`src/rtl/counter_sched.sv`:
```
`default_nettype none
// ============================================================================
// Module   : counter_sched
// Purpose  : Shares one WIDTH-bit up-counter between two requesters.
//            Requests are arbitrated round-robin. The winner's interval
//            length is loaded, and the counter runs from 1 up to that
//            length. The winner then receives a one-cycle done pulse.
//            Withdrawal of the winner's request ends the interval without
//            a done pulse. A global abort also ends it without a done pulse.
// Ports    : clk    - rising-edge clock
//            reset  - asynchronous active-low clear of all state
//            req    - level requests, one per requester
//            len0   - interval length for requester 0 (sampled in GRANT)
//            len1   - interval length for requester 1 (sampled in GRANT)
//            abort  - synchronous abort of the current interval
//            gnt    - one-hot grant, high through GRANT/RUN/DONE
//            done   - one-cycle completion pulse to the granted requester
//            busy   - high whenever the scheduler is not idle
//            count  - current counter value
// Revision : 1.0 - initial release
// ============================================================================
module counter_sched #(
    parameter int WIDTH = 8
) (
    input  logic             clk,
    input  logic             reset,
    input  logic [1:0]       req,
    input  logic [WIDTH-1:0] len0,
    input  logic [WIDTH-1:0] len1,
    input  logic             abort,
    output logic [1:0]       gnt,
    output logic [1:0]       done,
    output logic             busy,
    output logic [WIDTH-1:0] count
);

    typedef enum logic [1:0] {
        S_IDLE  = 2'd0,
        S_GRANT = 2'd1,
        S_RUN   = 2'd2,
        S_DONE  = 2'd3
    } state_t;

    state_t           state_q, state_d;
    logic             win_q,   win_d;     // requester currently being served
    logic             ptr_q,   ptr_d;     // last-served requester
    logic [WIDTH-1:0] len_q,   len_d;
    logic [WIDTH-1:0] count_q, count_d;

    logic [1:0]       w_win_oh;
    logic             w_req_win;
    logic [WIDTH-1:0] w_len_sel;

    always_comb begin
        w_win_oh  = win_q ? 2'b10 : 2'b01;
        w_req_win = req[win_q];
        w_len_sel = win_q ? len1 : len0;
    end

    always_comb begin
        state_d = state_q;
        win_d   = win_q;
        ptr_d   = ptr_q;
        len_d   = len_q;
        count_d = count_q;
        gnt     = 2'b00;
        done    = 2'b00;

        case (state_q)
            S_IDLE: begin
                count_d = '0;
                if (req != 2'b00) begin
                    state_d = S_GRANT;
                    // On a tie, the requester that was not served last wins.
                    win_d   = (req == 2'b11) ? ~ptr_q : req[1];
                end
            end

            S_GRANT: begin
                gnt   = w_win_oh;
                len_d = w_len_sel;
                // The pointer moves on grant. A later withdrawal or abort
                // still counts as having been served.
                ptr_d = win_q;
                if (abort || !w_req_win) begin
                    state_d = S_IDLE;
                    count_d = '0;
                end else if (w_len_sel == '0) begin
                    state_d = S_DONE;
                    count_d = '0;
                end else begin
                    state_d = S_RUN;
                    count_d = WIDTH'(1);
                end
            end

            S_RUN: begin
                gnt = w_win_oh;
                if (abort || !w_req_win) begin
                    state_d = S_IDLE;
                    count_d = '0;
                end else if (count_q == len_q) begin
                    state_d = S_DONE;
                end else begin
                    count_d = count_q + WIDTH'(1);
                end
            end

            S_DONE: begin
                gnt = w_win_oh;
                // An abort arriving in the DONE cycle kills the pulse itself.
                if (!abort) begin
                    done = w_win_oh;
                end
                state_d = S_IDLE;
                count_d = '0;
            end

            default: begin
                state_d = S_IDLE;
                count_d = '0;
            end
        endcase
    end

    always_ff @(posedge clk or negedge reset) begin
        if (!reset) begin
            state_q <= S_IDLE;
            win_q   <= 1'b0;
            ptr_q   <= 1'b1;
            len_q   <= '0;
            count_q <= '0;
        end else begin
            state_q <= state_d;
            win_q   <= win_d;
            ptr_q   <= ptr_d;
            len_q   <= len_d;
            count_q <= count_d;
        end
    end

    assign busy  = (state_q != S_IDLE);
    assign count = count_q;

endmodule
`default_nettype wire

```
`config.mk`:
```
export PLATFORM = sky130hd
export DESIGN_NAME = counter_sched
export DESIGN_NICKNAME = d
export VERILOG_FILES = /design/src/rtl/counter_sched.sv
export SDC_FILE = /design/constraint.sdc
export NUM_CORES = 1
export LEC_CHECK = 0
export ABC_AREA = 1
export CAP_MARGIN = 40
export CORE_MARGIN = 2
export CORE_UTILIZATION = 40
export CTS_BUF_LIST = sky130_fd_sc_hd__clkbuf_16
export DETAILED_ROUTE_END_ITERATION = 8
export GPL_TIMING_DRIVEN = 0
export HOLD_SLACK_MARGIN = 0.1
export PLACE_DENSITY = 0.67
export REMOVE_ABC_BUFFERS = 1
export SYNTH_ARGS = -nofsm -noshare
export SYNTH_HDL_FRONTEND = slang
export SYNTH_SLANG_ARGS = --single-unit
```
`constraint.sdc`:
```
create_clock -name clk -period 1.5 [get_ports clk]
set_input_delay 0.15 -clock clk [delete_from_list [all_inputs] [get_ports clk]]
set_output_delay 0.15 -clock clk [all_outputs]
set_load 0.005 [all_outputs]
```
==> reports/qor.yml <==
clock_tree:
  cts_made_buffers: 3
  clk_pin_slew_ns: 0.06
  cts_root_buf: "sky130_fd_sc_hd__clkbuf_16"
  tritoncts: "built"
  cts_htree_levels: 1
  cts_buffer_depth: 2
  clkSinkCount: 20
  clock_insertion_delay_worst_skew_ns: 0.25
  ctsHoldBuffers: 0
worst_setup_path:
  ff2ff_setup_slack_ns: 0.10
  cp_slowest_cell: "sky130_fd_sc_hd__clkdlybuf4s50_1"
  crit_buf_inv: 1
  worst-endpoint-required_ns: 1.35
  cp-end-kind: "primary output"
  critical_path.max_fanout: 7
  criticalPathCategory: "flop to primary output"
  cp_cell_sequence: "clkdlybuf4s50_1"
  worstSetupStartpointType: "flop"
  crit_path_leading_delay_family: "buffers and inverters"
  critPathArrivalTime_ns: 1.27
  max_stage_delay_ns: 0.55
global_route:
  antenna_found_initial: 0
  first_pass_grt_wire_length_um: 5890
  pin_count_of_the_biggest_net_entering_global_routing: 21
  gr-total-overflow: 0
  overall_track_demand_over_capacity_in_global_routing_pct: 17.6
  first_global_vias: 1379
routing:
  drt-vias-per-instance: 4.47
  drt_iter0_markers: 55
  routed-via-count: 1456
  totalWireLength_um: 3250
  routed_wire_length_per_instance_um: 9.96
  remaining_drc_errors: 0
  firstDrtPassIters: 4
  drt.antenna.violating_nets: 0
synthesis:
  yosys.area.top_type: "sky130_fd_sc_hd__dfrtp_1"
  yosysMostFrequentCell: "sky130_fd_sc_hd__nand2_1"
  ys_seq_area_share_pct: 33.3
  number_of_warnings_printed_during_yosys_synthesis: 0
  synth_ff_type: "sky130_fd_sc_hd__dfrtp_1"
  synth-edff-count: 0
  synth_area_per_cell_um2: 6.25
  yosys_register_bits: 20
  ys_top_cells_by_count: "sky130_fd_sc_hd__nand2_1, sky130_fd_sc_hd__inv_1, sky130_fd_sc_hd__dfrtp_1"
  yosys-top-cells-area: "sky130_fd_sc_hd__dfrtp_1, sky130_fd_sc_hd__nand2_1, sky130_fd_sc_hd__inv_1"
  post_synth_num_cell_types: 23
  syn_inst: 241
  synthArstFlopShare_pct: 100
  post-synth-top-area-fraction_pct: 31.6
  post_synth_instance_area_um2: 1510
floorplanning:
  fp.dieH_um: 65.4
  num_rows: 22
  die_area_um2: 4270
  design.core.area_um2: 3630
  io_pins: 34
  die_width_um: 65.4
  floorplan.initialDensity_pct: 41.5
placed_design:
  placed_area_um2: 1880
  post-place-ws_ns: -0.185
  dp_hpwl_um: 2470
  gp_congestion: 0.829
  io_buffer_count: 33
timing:
  hold_viol_final: 0
  timing.final.ws_setup_ns: 0.0773
  timing.clock.skew_ns: 0.00128
  timing.hold.ws_ns: 0.182
  final-max-slew-violation-count: 0
  fmaxAchievable_mhz: 703
  fin_tns_setup_ns: 0
  grt_setup_unrepaired: "no"
  slew_hr_pct: 74.3
  worst_pin_slew_ns: 0.384
  time_the_final_worst_path_needs_with_i_o_delays_and_setup_ns: 1.42
  final.period_utilization_pct: 94.8
  timing.final.setup_violations: 0
power_and_ir_drop:
  power.leakage_uw: 0.00107
  power.density_cell_area_nw_per_um2: 1370
  power_report.internal_total_uw: 1580
  p_clk_share_pct: 20.2
  switching_share_pct: 42.5
  pwr-share-comb_pct: 48.4
  power_frac_seq_pct: 31.3
  power.ir.vdd_worst_uv: 845
  p_sw_uw: 1170
final_layout:
  fin_area_um2: 2010
  antennaDiodeCount: 0
  num-nets-final: 301
  area_delta_synth_final_pct: 33.1
  drive_above_1_share_pct: 15.1
run_status:
  status: "finished, final reports clean"
hold_path:
  worstHoldPathType: "input pin to async pin"
flow_run:
  cap_violations: 0
power by group through the flow:
| stage | clock network [uW] | registers [uW] | logic [uW] |
|---|---|---|---|
| floorplan | 0 | 860 | 867 |
| global placement | 0 | 901 | 1180 |
| detailed placement | 0 | 906 | 1200 |
| CTS | 573 | 860 | 1320 |
| finish | 557 | 864 | 1340 |
| global route | 593 | 891 | 1550 |
state kept, by name, summed over array words and instances, names as in the netlist:
register  count
count         8
state_q       2
len_q         8
ptr_q         1
win_q         1
per-stage QoR:
step	std cells	power, uW	utilization [%]
6_report	326	2760	55.2
5_1_grt	326	3030	55.2
4_1_cts	326	2760	54.6
3_5_place_dp	319	2110	51.7
3_3_place_gp	318	2080	51.3
2_1_floorplan	237	1730	-
cells by family after synthesis:
family          after synthesis  share of synthesized area [%]
compound gates               14                           4.90
xor+xnor                      3                           1.74
fa+ha+maj                     1                          0.830
buf+inv                      55                           15.0
flops                        20                           33.3
simple gates                148                           44.2
routing by layer:
layer  GRT usage (%)  wire length, um  vias to the layer above
met5               0                0                        -
met4            7.81               53                        0
met3            2.74              115                        5
met2            29.8             1550                       29
met1            22.2             1520                      631
li1                -                -                      791
layout by cell type (no fill, tap or decap), drive strengths merged, types with 2 or more instances in the layout:
master         count
buf                4
clkdlybuf4s50     28
a21oi              2
nand3              9
dlygate4sd2        3
nor2              21
nor4               2
dfrtp             19
xor2               3
nand2            109
o21ai             12
nand4              7
inv               50
clkbuf             4
worst paths after layout:
check                                          start                    to  cells after the start
worst max register to register     win_q$_DFFE_PN0P_  count[1]$_DFFE_PN0P_                      8
worst min-delay path                           reset  count[2]$_DFFE_PN0P_                      1
max in group asynchronous                      reset     ptr_q$_DFFE_PN1P_                      2
worst max-delay path            count[5]$_DFFE_PN0P_              count[5]                      1
min in group clk                   ptr_q$_DFFE_PN1P_     ptr_q$_DFFE_PN1P_                      2
worst min register to register     ptr_q$_DFFE_PN1P_     ptr_q$_DFFE_PN1P_                      2
cell type report:
class                           count  area [um2]
Inverter                           51         203
Sequential cell                    20         505
Tap cell                           48        60.1
Timing Repair Buffer               37         362
Fill cell                         386        1630
Clock inverter                      1        3.75
Clock buffer                        3        75.1
Multi-Input combinational cell    166         797
what timing repair did:
action                                  in CTS  in global routing
pin swaps                                    0                  0
endpoints found under the setup margin       6                 13
gates cloned                                 0                  0
buffers inserted                             3                  0
resized for setup                            9                 11
(Power assumes the default switching activity.)
